## src/rtl/uart_seq_pkg.sv

```systemverilog
// Shared types and constants for the UART APB sequencer.
// Latency: n/a (types, constants and a pure function only).
// Backpressure: n/a.
package uart_seq_pkg;

    typedef enum logic [2:0] {
        IDLE,
        CFG_SETUP,
        CFG_ACCESS,
        ARB,
        SETUP,
        ACCESS
    } state_t;

    localparam logic [11:0] ADDR_DATA  = 12'h400;
    localparam logic [11:0] ADDR_STATE = 12'h404;
    localparam logic [11:0] ADDR_CTRL  = 12'h408;
    localparam logic [11:0] ADDR_BAUD  = 12'h410;

    // Index of the last configuration write (baud, ctrl, state).
    localparam logic [1:0]  CFG_LAST   = 2'd2;

    // Configuration order: divisor first so the line rate is valid before
    // the control register enables the UART.
    function automatic logic [11:0] cfg_addr(input logic [1:0] idx);
        case (idx)
            2'd0:    cfg_addr = ADDR_BAUD;
            2'd1:    cfg_addr = ADDR_CTRL;
            default: cfg_addr = ADDR_STATE;
        endcase
    endfunction

endpackage

```

## src/rtl/uart_seq_rr_arb.sv

```systemverilog
// Round-robin arbiter over N_REQ byte requesters.
// Latency: grant is combinational; the pointer advances on the edge after accept_i.
// Backpressure: requests are held by the requesters; nothing is queued here.
// Ports: clk/rst (sync, active-high), req_i request vector, accept_i grant taken,
//        gnt_vld_o any request present, gnt_idx_o index of the granted requester.
module uart_seq_rr_arb #(
    parameter int N_REQ = 2,
    parameter int IW    = $clog2(N_REQ)
) (
    input  logic             clk,
    input  logic             rst,
    input  logic [N_REQ-1:0] req_i,
    input  logic             accept_i,
    output logic             gnt_vld_o,
    output logic [IW-1:0]    gnt_idx_o
);

    logic [IW-1:0] ptr_q;
    logic [IW-1:0] ptr_d;

    // Scan from the highest offset down so the requester closest to the
    // pointer is the one left standing.
    always_comb begin
        gnt_vld_o = 1'b0;
        gnt_idx_o = '0;
        for (int k = N_REQ - 1; k >= 0; k--) begin
            if (req_i[(int'(ptr_q) + k) % N_REQ]) begin
                gnt_vld_o = 1'b1;
                gnt_idx_o = IW'((int'(ptr_q) + k) % N_REQ);
            end
        end
    end

    always_comb begin
        if (int'(gnt_idx_o) == N_REQ - 1) begin
            ptr_d = '0;
        end else begin
            ptr_d = gnt_idx_o + 1'b1;
        end
    end

    always_ff @(posedge clk) begin
        if (rst) begin
            ptr_q <= '0;
        end else if (accept_i) begin
            ptr_q <= ptr_d;
        end
    end

endmodule

```

## src/rtl/uart_apb_sequencer.sv

```systemverilog
// APB master that configures the UART (0x410, 0x408, 0x404) and then serves
// N_REQ round-robin TX byte writes to 0x400 plus status reads of 0x404.
// Latency: 3 cycles minimum per transfer (ARB, SETUP, ACCESS); PREADY low
// stretches ACCESS. Backpressure: requesters hold req/data until their ack.
// Ports: cfg_* start and config bytes, cfg_done; tx_req/tx_data/tx_ack byte
// requesters; st_req/st_ack/st_data status read; PSEL..PREADY APB master;
// busy. Optional UART_SEQ_TIMEOUT_EN adds the err_timeout port and PREADY watchdog.
module uart_apb_sequencer
    import uart_seq_pkg::*;
#(
    parameter int N_REQ       = 2,
    parameter int TIMEOUT_CYC = 1024
) (
    input  logic               PCLK,
    input  logic               PRESET,
    input  logic               cfg_start,
    input  logic [7:0]         cfg_baud,
    input  logic [7:0]         cfg_ctrl,
    input  logic [7:0]         cfg_state,
    output logic               cfg_done,
    input  logic [N_REQ-1:0]   tx_req,
    input  logic [8*N_REQ-1:0] tx_data,
    output logic [N_REQ-1:0]   tx_ack,
    input  logic               st_req,
    output logic               st_ack,
    output logic [31:0]        st_data,
    output logic               PSEL,
    output logic               PENABLE,
    output logic               PWRITE,
    output logic [11:0]        PADDR,
    output logic [7:0]         PWDATA,
    input  logic [31:0]        PRDATA,
    input  logic               PREADY,
`ifdef UART_SEQ_TIMEOUT_EN
    output logic               err_timeout,
`endif
    output logic               busy
);

    localparam int IW = $clog2(N_REQ);

    if (N_REQ < 2 || N_REQ > 4 || TIMEOUT_CYC < 2) begin : g_bad_param
        $error("uart_apb_sequencer: N_REQ must be 2..4 and TIMEOUT_CYC >= 2");
    end

    state_t        state_q, state_d;
    logic [1:0]    cfg_idx_q;
    logic [7:0]    baud_q, ctrl_q, stv_q;
    logic          cfg_done_q;
    logic          is_rd_q;
    logic [IW-1:0] gnt_q;
    logic [7:0]    wdata_q;
    logic          st_ack_q;
    logic [31:0]   st_data_q;

    logic          arb_vld;
    logic [IW-1:0] arb_idx;
    logic          st_take, tx_take;
    logic          tmo_hit;

    // st_ack is registered, so the requester still holds st_req in the ARB
    // cycle that carries the ack; masking it there prevents a repeat read.
    assign st_take = (state_q == ARB) && st_req && !st_ack_q;
    assign tx_take = (state_q == ARB) && !st_take && arb_vld;

    uart_seq_rr_arb #(.N_REQ(N_REQ), .IW(IW)) u_arb (
        .clk       (PCLK),
        .rst       (PRESET),
        .req_i     (tx_req),
        .accept_i  (tx_take),
        .gnt_vld_o (arb_vld),
        .gnt_idx_o (arb_idx)
    );

`ifdef UART_SEQ_TIMEOUT_EN
    localparam int TW = $clog2(TIMEOUT_CYC + 1);
    logic [TW-1:0] tmo_cnt_q;
    logic          err_timeout_q;
    logic          wait_acc;

    assign wait_acc = ((state_q == ACCESS) || (state_q == CFG_ACCESS)) && !PREADY;
    // Fires on the TIMEOUT_CYC-th consecutive ACCESS cycle without PREADY.
    assign tmo_hit  = wait_acc && (tmo_cnt_q == TW'(TIMEOUT_CYC - 1));

    always_ff @(posedge PCLK) begin
        if (PRESET) begin
            tmo_cnt_q     <= '0;
            err_timeout_q <= 1'b0;
        end else begin
            if (wait_acc && !tmo_hit) begin
                tmo_cnt_q <= tmo_cnt_q + 1'b1;
            end else begin
                tmo_cnt_q <= '0;
            end
            if (tmo_hit) begin
                err_timeout_q <= 1'b1;
            end
        end
    end

    assign err_timeout = err_timeout_q;
`else
    assign tmo_hit = 1'b0;
`endif

    // State register
    always_ff @(posedge PCLK) begin
        if (PRESET) begin
            state_q <= IDLE;
        end else begin
            state_q <= state_d;
        end
    end

    // Next-state logic
    always_comb begin
        state_d = state_q;
        case (state_q)
            IDLE:       if (cfg_start) state_d = CFG_SETUP;
            CFG_SETUP:  state_d = CFG_ACCESS;
            CFG_ACCESS: begin
                if (PREADY) begin
                    state_d = (cfg_idx_q == CFG_LAST) ? ARB : CFG_SETUP;
                end else if (tmo_hit) begin
                    state_d = IDLE;
                end
            end
            ARB:        if (st_take || tx_take) state_d = SETUP;
            SETUP:      state_d = ACCESS;
            ACCESS:     if (PREADY || tmo_hit) state_d = ARB;
            default:    state_d = IDLE;
        endcase
    end

    // Datapath: config bytes, latched grant, read capture
    always_ff @(posedge PCLK) begin
        if (PRESET) begin
            cfg_idx_q  <= '0;
            baud_q     <= '0;
            ctrl_q     <= '0;
            stv_q      <= '0;
            cfg_done_q <= 1'b0;
            is_rd_q    <= 1'b0;
            gnt_q      <= '0;
            wdata_q    <= '0;
            st_ack_q   <= 1'b0;
            st_data_q  <= '0;
        end else begin
            st_ack_q <= 1'b0;
            if (state_q == IDLE && cfg_start) begin
                cfg_idx_q <= '0;
                baud_q    <= cfg_baud;
                ctrl_q    <= cfg_ctrl;
                stv_q     <= cfg_state;
            end
            if (state_q == CFG_ACCESS && PREADY) begin
                cfg_idx_q <= cfg_idx_q + 2'd1;
                if (cfg_idx_q == CFG_LAST) begin
                    cfg_done_q <= 1'b1;
                end
            end
            if (st_take) begin
                is_rd_q <= 1'b1;
            end else if (tx_take) begin
                is_rd_q <= 1'b0;
                gnt_q   <= arb_idx;
                wdata_q <= tx_data[8*arb_idx +: 8];
            end
            if (state_q == ACCESS && PREADY && is_rd_q) begin
                st_ack_q  <= 1'b1;
                st_data_q <= PRDATA;
            end
        end
    end

    // Output logic
    always_comb begin
        PSEL    = 1'b0;
        PENABLE = 1'b0;
        PWRITE  = 1'b0;
        PADDR   = '0;
        PWDATA  = '0;
        tx_ack  = '0;
        busy    = !((state_q == IDLE) || (state_q == ARB));
        case (state_q)
            CFG_SETUP, CFG_ACCESS: begin
                PSEL    = 1'b1;
                PENABLE = (state_q == CFG_ACCESS);
                PWRITE  = 1'b1;
                PADDR   = cfg_addr(cfg_idx_q);
                case (cfg_idx_q)
                    2'd0:    PWDATA = baud_q;
                    2'd1:    PWDATA = ctrl_q;
                    default: PWDATA = stv_q;
                endcase
            end
            SETUP, ACCESS: begin
                PSEL    = 1'b1;
                PENABLE = (state_q == ACCESS);
                PWRITE  = !is_rd_q;
                PADDR   = is_rd_q ? ADDR_STATE : ADDR_DATA;
                PWDATA  = is_rd_q ? 8'h00 : wdata_q;
                if (state_q == ACCESS && PREADY && !is_rd_q) begin
                    for (int i = 0; i < N_REQ; i++) begin
                        tx_ack[i] = (gnt_q == IW'(i));
                    end
                end
            end
            default: ;
        endcase
    end

    assign cfg_done = cfg_done_q;
    assign st_ack   = st_ack_q;
    assign st_data  = st_data_q;

endmodule

```

## config.mk

```make
export PLATFORM = sky130hd
export DESIGN_NAME = uart_apb_sequencer
export DESIGN_NICKNAME = d
export VERILOG_FILES = /design/src/rtl/uart_seq_pkg.sv /design/src/rtl/uart_seq_rr_arb.sv /design/src/rtl/uart_apb_sequencer.sv
export SDC_FILE = /design/constraint.sdc
export NUM_CORES = 1
export LEC_CHECK = 0
export BUFFER_PORTS_ARGS = -buffer_cell sky130_fd_sc_hd__buf_2
export CAP_MARGIN = 20
export CORE_MARGIN = 2
export CORE_UTILIZATION = 50
export CTS_BUF_LIST = sky130_fd_sc_hd__clkbuf_4 sky130_fd_sc_hd__clkbuf_8
export DETAILED_ROUTE_END_ITERATION = 10
export PLACE_DENSITY = 0.8
export REMOVE_ABC_BUFFERS = 1
export SLEW_MARGIN = 10
export SYNTH_ARGS = -nofsm -noshare
export SYNTH_HDL_FRONTEND = slang
export SYNTH_SLANG_ARGS = --single-unit
```

## constraint.sdc

```tcl
create_clock -name PCLK -period 2.2 [get_ports PCLK]
set_clock_uncertainty 0.05 [all_clocks]
set_input_delay 0.22 -clock PCLK [delete_from_list [all_inputs] [get_ports PCLK]]
set_output_delay 0.22 -clock PCLK [all_outputs]
set_load 0.03 [all_outputs]
```

==> impl_results.md, run 1 <==
* End point of the worst hold path: stv_q[1]
* Transition time at the pin with the least slew margin at around 860 ps
* Static leakage power at 0.00182 uW
* Post-placement setup slack at roughly 300 ps
* Required time of the worst setup path at 1930 ps
* Portion of the post-synthesis area used by sequential elements at ~43%
* Worst reg2reg path startpoint: state_q[0]
* Post-route setup TNS at 0 ps
* Number of antenna violations at the first check in global routing at 0
* Summed instance area of the synthesized netlist at between 0.003 and 0.004 mm2
* Pin count of the biggest net entering global routing at roughly 50
* Share of cells above drive strength 1 at a little under a third
* Worst reg-to-reg setup slack at 470 ps
* Mean instance size in the synthesized netlist at 7.98 um2
* Final count of hold timing violations at 0
* Vias in the first global route at 3124
* Run status: completed
* # diodes at 0
* Height of the die at about 87 um
* Total congestion overflow at 0
* Max-slew violation count at 0
* Area of combinational cells with multiple inputs at 0.00174 mm2
* CP arrival at approximately 1900 ps
* Final-stage net count at 626
* Worst hold slack after final layout at between 50 and 60 ps
* First-pass GRT wire length at 14600 um
* Pwr Density at 677 mW/mm2
* Worst-path cell chain: buf_4, nor2_1, nand3_1, o21ai_1, buf_4
* Buffers from clock root to sink, at most at 2
* Hpwl dp at about 6500 um
* Total wire length after detailed routing at 9520 um
* Cell depth of the worst flop-to-flop path at 5
* Most common cell after layout, fill and taps aside: buf_2
* Syn. warnings at 0
* Final GP Congestion at about 0.89
* Area Overhead vs Synth at 24.4%
* TritonCTS sink count at 74
* Area of the core at slightly below 0.007 mm2
* Worst setup EP type: output port
* Clock latency on the worst-skew pair at 340 ps
* Clock slew at the register clock pins of the worst setup and hold paths at 80 ps
* Time the final worst path needs with I/O delays and setup at 2120 ps
* Post-route insts no fill at approximately 630
* Count of input and output buffers at 130
* Fin crit share at a little over nine tenths
* Clock tree from TritonCTS: yes
* Starting utilization of the core area at 51.1%
* Critical path startpoint category: flop
* Rel. slew slack at ~43%
* Delay of the slowest cell on the worst path at 410 ps
* Peak VDD IR at 431 uV
* DRC violations left at 0
* Origin of the worst min-delay path: cfg_state[1]
* Deepest level of the CTS H-tree at 3
* Setup ws final at 75.6 ps
* Total number of vias at 3557
* Terminus of the critical flop-to-flop path: cfg_idx_q[1]
* Commonest non-fill, non-tap cells in the layout: buf_2 (125), a21oi_1 (74), dfxtp_1 (71)
* Number of routed nets with antenna violations at 0
* Number of placed cells counting well taps at 612
* Largest fanout of any net on the critical path at 13
* Ports placed on the boundary at 139
* Gr usage total at 24.1%
* Clock buffer count from CTS at 9
* Post-cts sizing count at 4
* Average routed wire per standard cell at 15.2 um
* Die width at 87.1 um
* Number of instances on the worst hold path at 3
* Die outline area at 0.00759 mm2
* Max cap viols at 0
* Via-per-instance ratio at 5.66
* Number of distinct standard cells referenced by the synthesized netlist at 38
* Gate Count Post-Synth at 433
* Root buf cell: clkbuf_8
* Worst path slowest cell: nor2_1
* Highest attainable clock frequency at about 470 MHz
* DR iter-0 viols at 200
* Setup violations, final at 0
* Register bit count reported by yosys at 74
* CTS hold repair buffers at 0
* Row count at 30
* Most prevalent standard cell on the critical path: buf_4
* Fill cell count at 620
* Total power at 2910 uW
* Worst Path Class, Setup: reg -> out
* Pre-Repair DR Iteration Count at 5
* Post-CTS setup buffers at 0
* Reg area at approximately 0.0015 mm2
* Path category of the worst min-delay check: in -> reg
cell families after synthesis:
logic type	count (synthesis)	synth area share [%]
AOI/OAI and AO/OA	155	25.0
xor gates and xnor gates	3	0.760
adders and majority gates	4	1.45
buffers and inverters	54	8.47
DFF	74	42.9
other	1	0.109
and+or+nand+nor	142	21.4
layer usage:
metal	track usage [%]	share of wire [%]
met5	0	0
met4	11.0	2.1
met3	3.51	5.5
met2	39.8	50
met1	31.1	42
Yosys cell counts:
cell	n	area, um2
buf_2	9	45.0
a22o_1	9	78.8
or4bb_1	1	11.3
nor4b_1	1	8.76
xnor2_1	3	26.3
nor3b_2	1	12.5
nor3_2	1	10.0
and4bb_2	1	12.5
conb_1	1	3.75
nand3b_1	10	75.1
a21oi_1	74	370
a311oi_1	8	70.1
ha_1	4	50.1
buf_4	9	67.6
and3b_1	1	8.76
buf_8	2	30.0
dfxtp_1	74	1480
and2_1	2	12.5
nand4b_1	1	8.76
clkbuf_1	25	93.8
or2_2	3	18.8
nand3_1	37	185
o21ai_0	51	255
a31oi_1	9	56.3
a21o_1	2	15.0
inv_1	6	22.5
buf_6	3	33.8
nand2b_1	5	31.3
nand2_1	61	229
o31ai_1	1	7.51
nor4b_4	1	23.8
nor2b_1	5	31.3
o211a_1	1	10.0
or4b_1	1	10.0
nor2_1	7	26.3
and4b_1	1	10.0
or4_1	1	7.51
nor3_1	1	5.00
critical path, delay by kind of cell, from the launching register on:
| kind | cells | cell delay, ps |
|---|---|---|
| flip-flops | 1 | 390 |
| buffers and inverters | 2 | 410 |
| AND/OR/NAND/NOR | 2 | 550 |
| AO/OA/AOI/OAI | 1 | 160 |
metrics by stage:
step	instance area [um2]	utilization, %
floorplan	3210	-
global placement	4050	59.9
detailed placement	4050	59.9
CTS	4260	63.0
global route	4300	63.6
finish	4300	63.6
where the power goes:
group,switching [uW],total [uW],internal (uW)
Clock,497,1060,564
Sequential,34.0,1410,1380
Combinational,270,437,167
cell type report:
type                    count  area share, %
clock buffers              11           3.38
clock inverters             5           1.25
inverters                   6          0.524
multi-input cells         312           40.5
flip-flops and latches     74           34.5
well taps                  80           2.33
repair buffers            140           17.5
flip-flops by register name, summed over array words and instances, names as in the netlist:
name	count
is_rd_q	1
cfg_idx_q	2
state_q	3
cfg_done	1
st_ack	1
st_data	32
gnt_q	1
u_arb.ptr_q	1
ctrl_q	8
wdata_q	8
baud_q	8
stv_q	8
worst max path at each step:
stage,start,to,depth (start not counted),slack (ps)
global route,state_q[0],PADDR[2],5,-20
CTS,cfg_idx_q[0],PWDATA[7],7,10
floorplan,state_q[1],PWDATA[0],3,70
finish,state_q[0],PADDR[2],5,80
detailed placement,cfg_idx_q[0],PADDR[2],6,300
global placement,cfg_idx_q[0],PADDR[2],6,360
Power figures use the tool's default switching activity.
==> run 2: changes to the inputs <==
CORE_UTILIZATION = 45   (was 50)
GPL_TIMING_DRIVEN = 0   (was unset)
PLACE_DENSITY = 0.73   (was 0.8)
SETUP_SLACK_MARGIN = 0.05   (was unset)
==> run 2 against run 1 <==
Sequential cell count did not move. Non-clock buffer count did not move. Largest power group unchanged. Combinational power fell by 3%. Via count fell by 2.5%. Routed wire length fell by 2.7%. First-iteration DRC count fell by 6.0%. Setup slack improved by 12 ps. Sequential power barely moved. Power rose by 3.1%.
==> impl_results.md, run 2 (same netlist as run 1, synthesis figures left out) <==
* DRC violations left at 0
* Clock buffer count from CTS at 9
* Peak VDD IR at around 460 uV
* Via-per-instance ratio at 5.37
* Required time of the worst setup path at slightly below 2000 ps
* Critical path startpoint category: flop
* Vias in the first global route at 3201
* Largest fanout of any net on the critical path at 11
* Fin crit share at 96.0%
* Origin of the worst min-delay path: cfg_ctrl[2]
* Die outline area at 0.00840 mm2
* TritonCTS sink count at 74
* Total congestion overflow at 0
* # diodes at 0
* Fraction of the core area covered by cells at the end of the flow at 59.8%
* Count of input and output buffers at 130
* Post-place instance area at 0.00403 mm2
* First-pass GRT wire length at between 15000 and 20000 um
* Ports placed on the boundary at 139
* Final GP Congestion at 0.846
* Cell type group with the largest total delay on the critical path: buffers and inverters
* Row count at 31
* Number of routed nets with antenna violations at 0
* Average routed wire per standard cell at 14.3 um
* Pre-Repair DR Iteration Count at 4
* Final count of hold timing violations at 0
* Transition time at the pin with the least slew margin at 906 ps
* Pin count of the biggest net entering global routing at 75
* Share of cells above drive strength 1 at 31.3%
* Worst-path cell chain: inv_1, ha_4, nor2_4, buf_4, a21oi_1, o21ai_0, buf_2
* Most common cell after layout, fill and taps aside: buf_2
* Cell depth of the worst flop-to-flop path at 3
* Static leakage power at between 0.0015 and 0.002 uW
* Buffers from clock root to sink, at most at 2
* Commonest non-fill, non-tap cells in the layout: buf_2 (123), a21oi_1 (74), dfxtp_1 (69)
* Time the final worst path needs with I/O delays and setup at 2110 ps
* End point of the worst hold path: ctrl_q[2]
* Number of instances on the worst hold path at 3
* Height of the die at 91.6 um
* Highest attainable clock frequency at 473 MHz
* Final-stage net count at 626
* Pwr Density at 684 mW/mm2
* Rel. slew slack at 39.6%
* Worst Path Class, Setup: reg -> out
* Worst path slowest cell: dfxtp_1
* CP arrival at around 1800 ps
* Post-route insts no fill at roughly 650
* DR iter-0 viols at ~190
* Hpwl dp at 6210 um
* CTS hold repair buffers at 0
* Gr usage total at 22.4%
* Worst reg-to-reg setup slack at 290 ps
* Worst reg2reg path startpoint: state_q[1]
* Number of antenna violations at the first check in global routing at 0
* Clock slew at the register clock pins of the worst setup and hold paths at around 80 ps
* Clock tree from TritonCTS: yes
* Area Overhead vs Synth at 26.9%
* Max cap viols at 0
* Number of buffers and inverters on the critical path at 3
* Max-slew violation count at 0
* Post-route setup TNS at 0 ps
* Die width at 91.6 um
* Deepest level of the CTS H-tree at 3
* Starting utilization of the core area at 47.1%
* Clock latency on the worst-skew pair at 330 ps
* Setup violations, final at 0
* Area of the core at 0.00733 mm2
* Largest register FFs at 32
* Post-layout instance area at between 0.004 and 0.005 mm2
* Root buf cell: clkbuf_8
* Worst setup EP type: output port
* Terminus of the critical flop-to-flop path: cfg_idx_q[0]
* Total number of vias at 3469
* Number of placed cells counting well taps at 623
* RSZ-0062 raised after global routing: yes
* Delay of the slowest cell on the worst path at 350 ps
* Path category of the worst min-delay check: in -> reg
* Total wire length after detailed routing at around 9300 um
* Run status: completed
[run 2: cell types whose count changed in the layout (fill, tap and decap cells not counted), moves of 2 or more]
cell / previous run / this run
o21ai_0: 49 / 46
dfxtp_1: 71 / 69
o21ai_1: 2 / 5
dfxtp_4: 0 / 2
buf_6: 0 / 2
buf_2: 125 / 123
[run 2: through the flow]
stage	hold WS [ps]	setup slack [ps]	total power (uW)
2_1_floorplan	239	67.4	1680
3_3_place_gp	393	-450	1840
3_5_place_dp	397	-123	1850
4_1_cts	53.8	55.2	3010
5_1_grt	52.9	23.9	3130
6_report	63.9	88.1	3000
[run 2: what timing repair did]
item,in CTS,in global routing
setup endpoints to repair,46,44
resized for setup,12,14
pin swaps,1,2
setup buffers,2,5
[run 2: tightest hold or removal path: stages]
cell	delay [ps]
buf_2	90
nand2_1	40
a21oi_1	50
[run 2: final cells by class]
type                    instances  area (um2)
inverters                       6        22.5
repair buffers                140         783
well taps                      99         124
fillers                       702        2940
clock inverters                 5        78.8
clock buffers                  10         138
flip-flops and latches         74        1490
multi-input cells             312        1750
[run 2: worst max path at each step]
| stage | start | slack [ps] | end | cells past startpoint |
|---|---|---|---|---|
| 2_1_floorplan | state_q[1] | 70 | PWDATA[0] | 3 |
| 3_3_place_gp | is_rd_q | -450 | st_data[28] | 3 |
| 3_5_place_dp | cfg_idx_q[0] | -120 | PWDATA[5] | 6 |
| 4_1_cts | cfg_idx_q[0] | 60 | PWDATA[5] | 6 |
| 5_1_grt | cfg_idx_q[0] | 20 | PADDR[2] | 6 |
| 6_report | cfg_idx_q[1] | 90 | PWDATA[7] | 7 |
[run 2: per-layer routing]
metal	share of wire, %	global-route usage [%]	vias to the layer above
met5	0	0	-
met4	2.1	8.96	0
met3	4.8	3.53	18
met2	48	36.2	100
met1	45	29.9	1621
li1	-	-	1730
[run 2: power breakdown]
group	leakage (uW)	internal (uW)	switching (uW)
Combinational	0.00111	165	258
Clock	0.000112	662	499
Sequential	0.000603	1380	39.6
Total	0.00183	2210	797
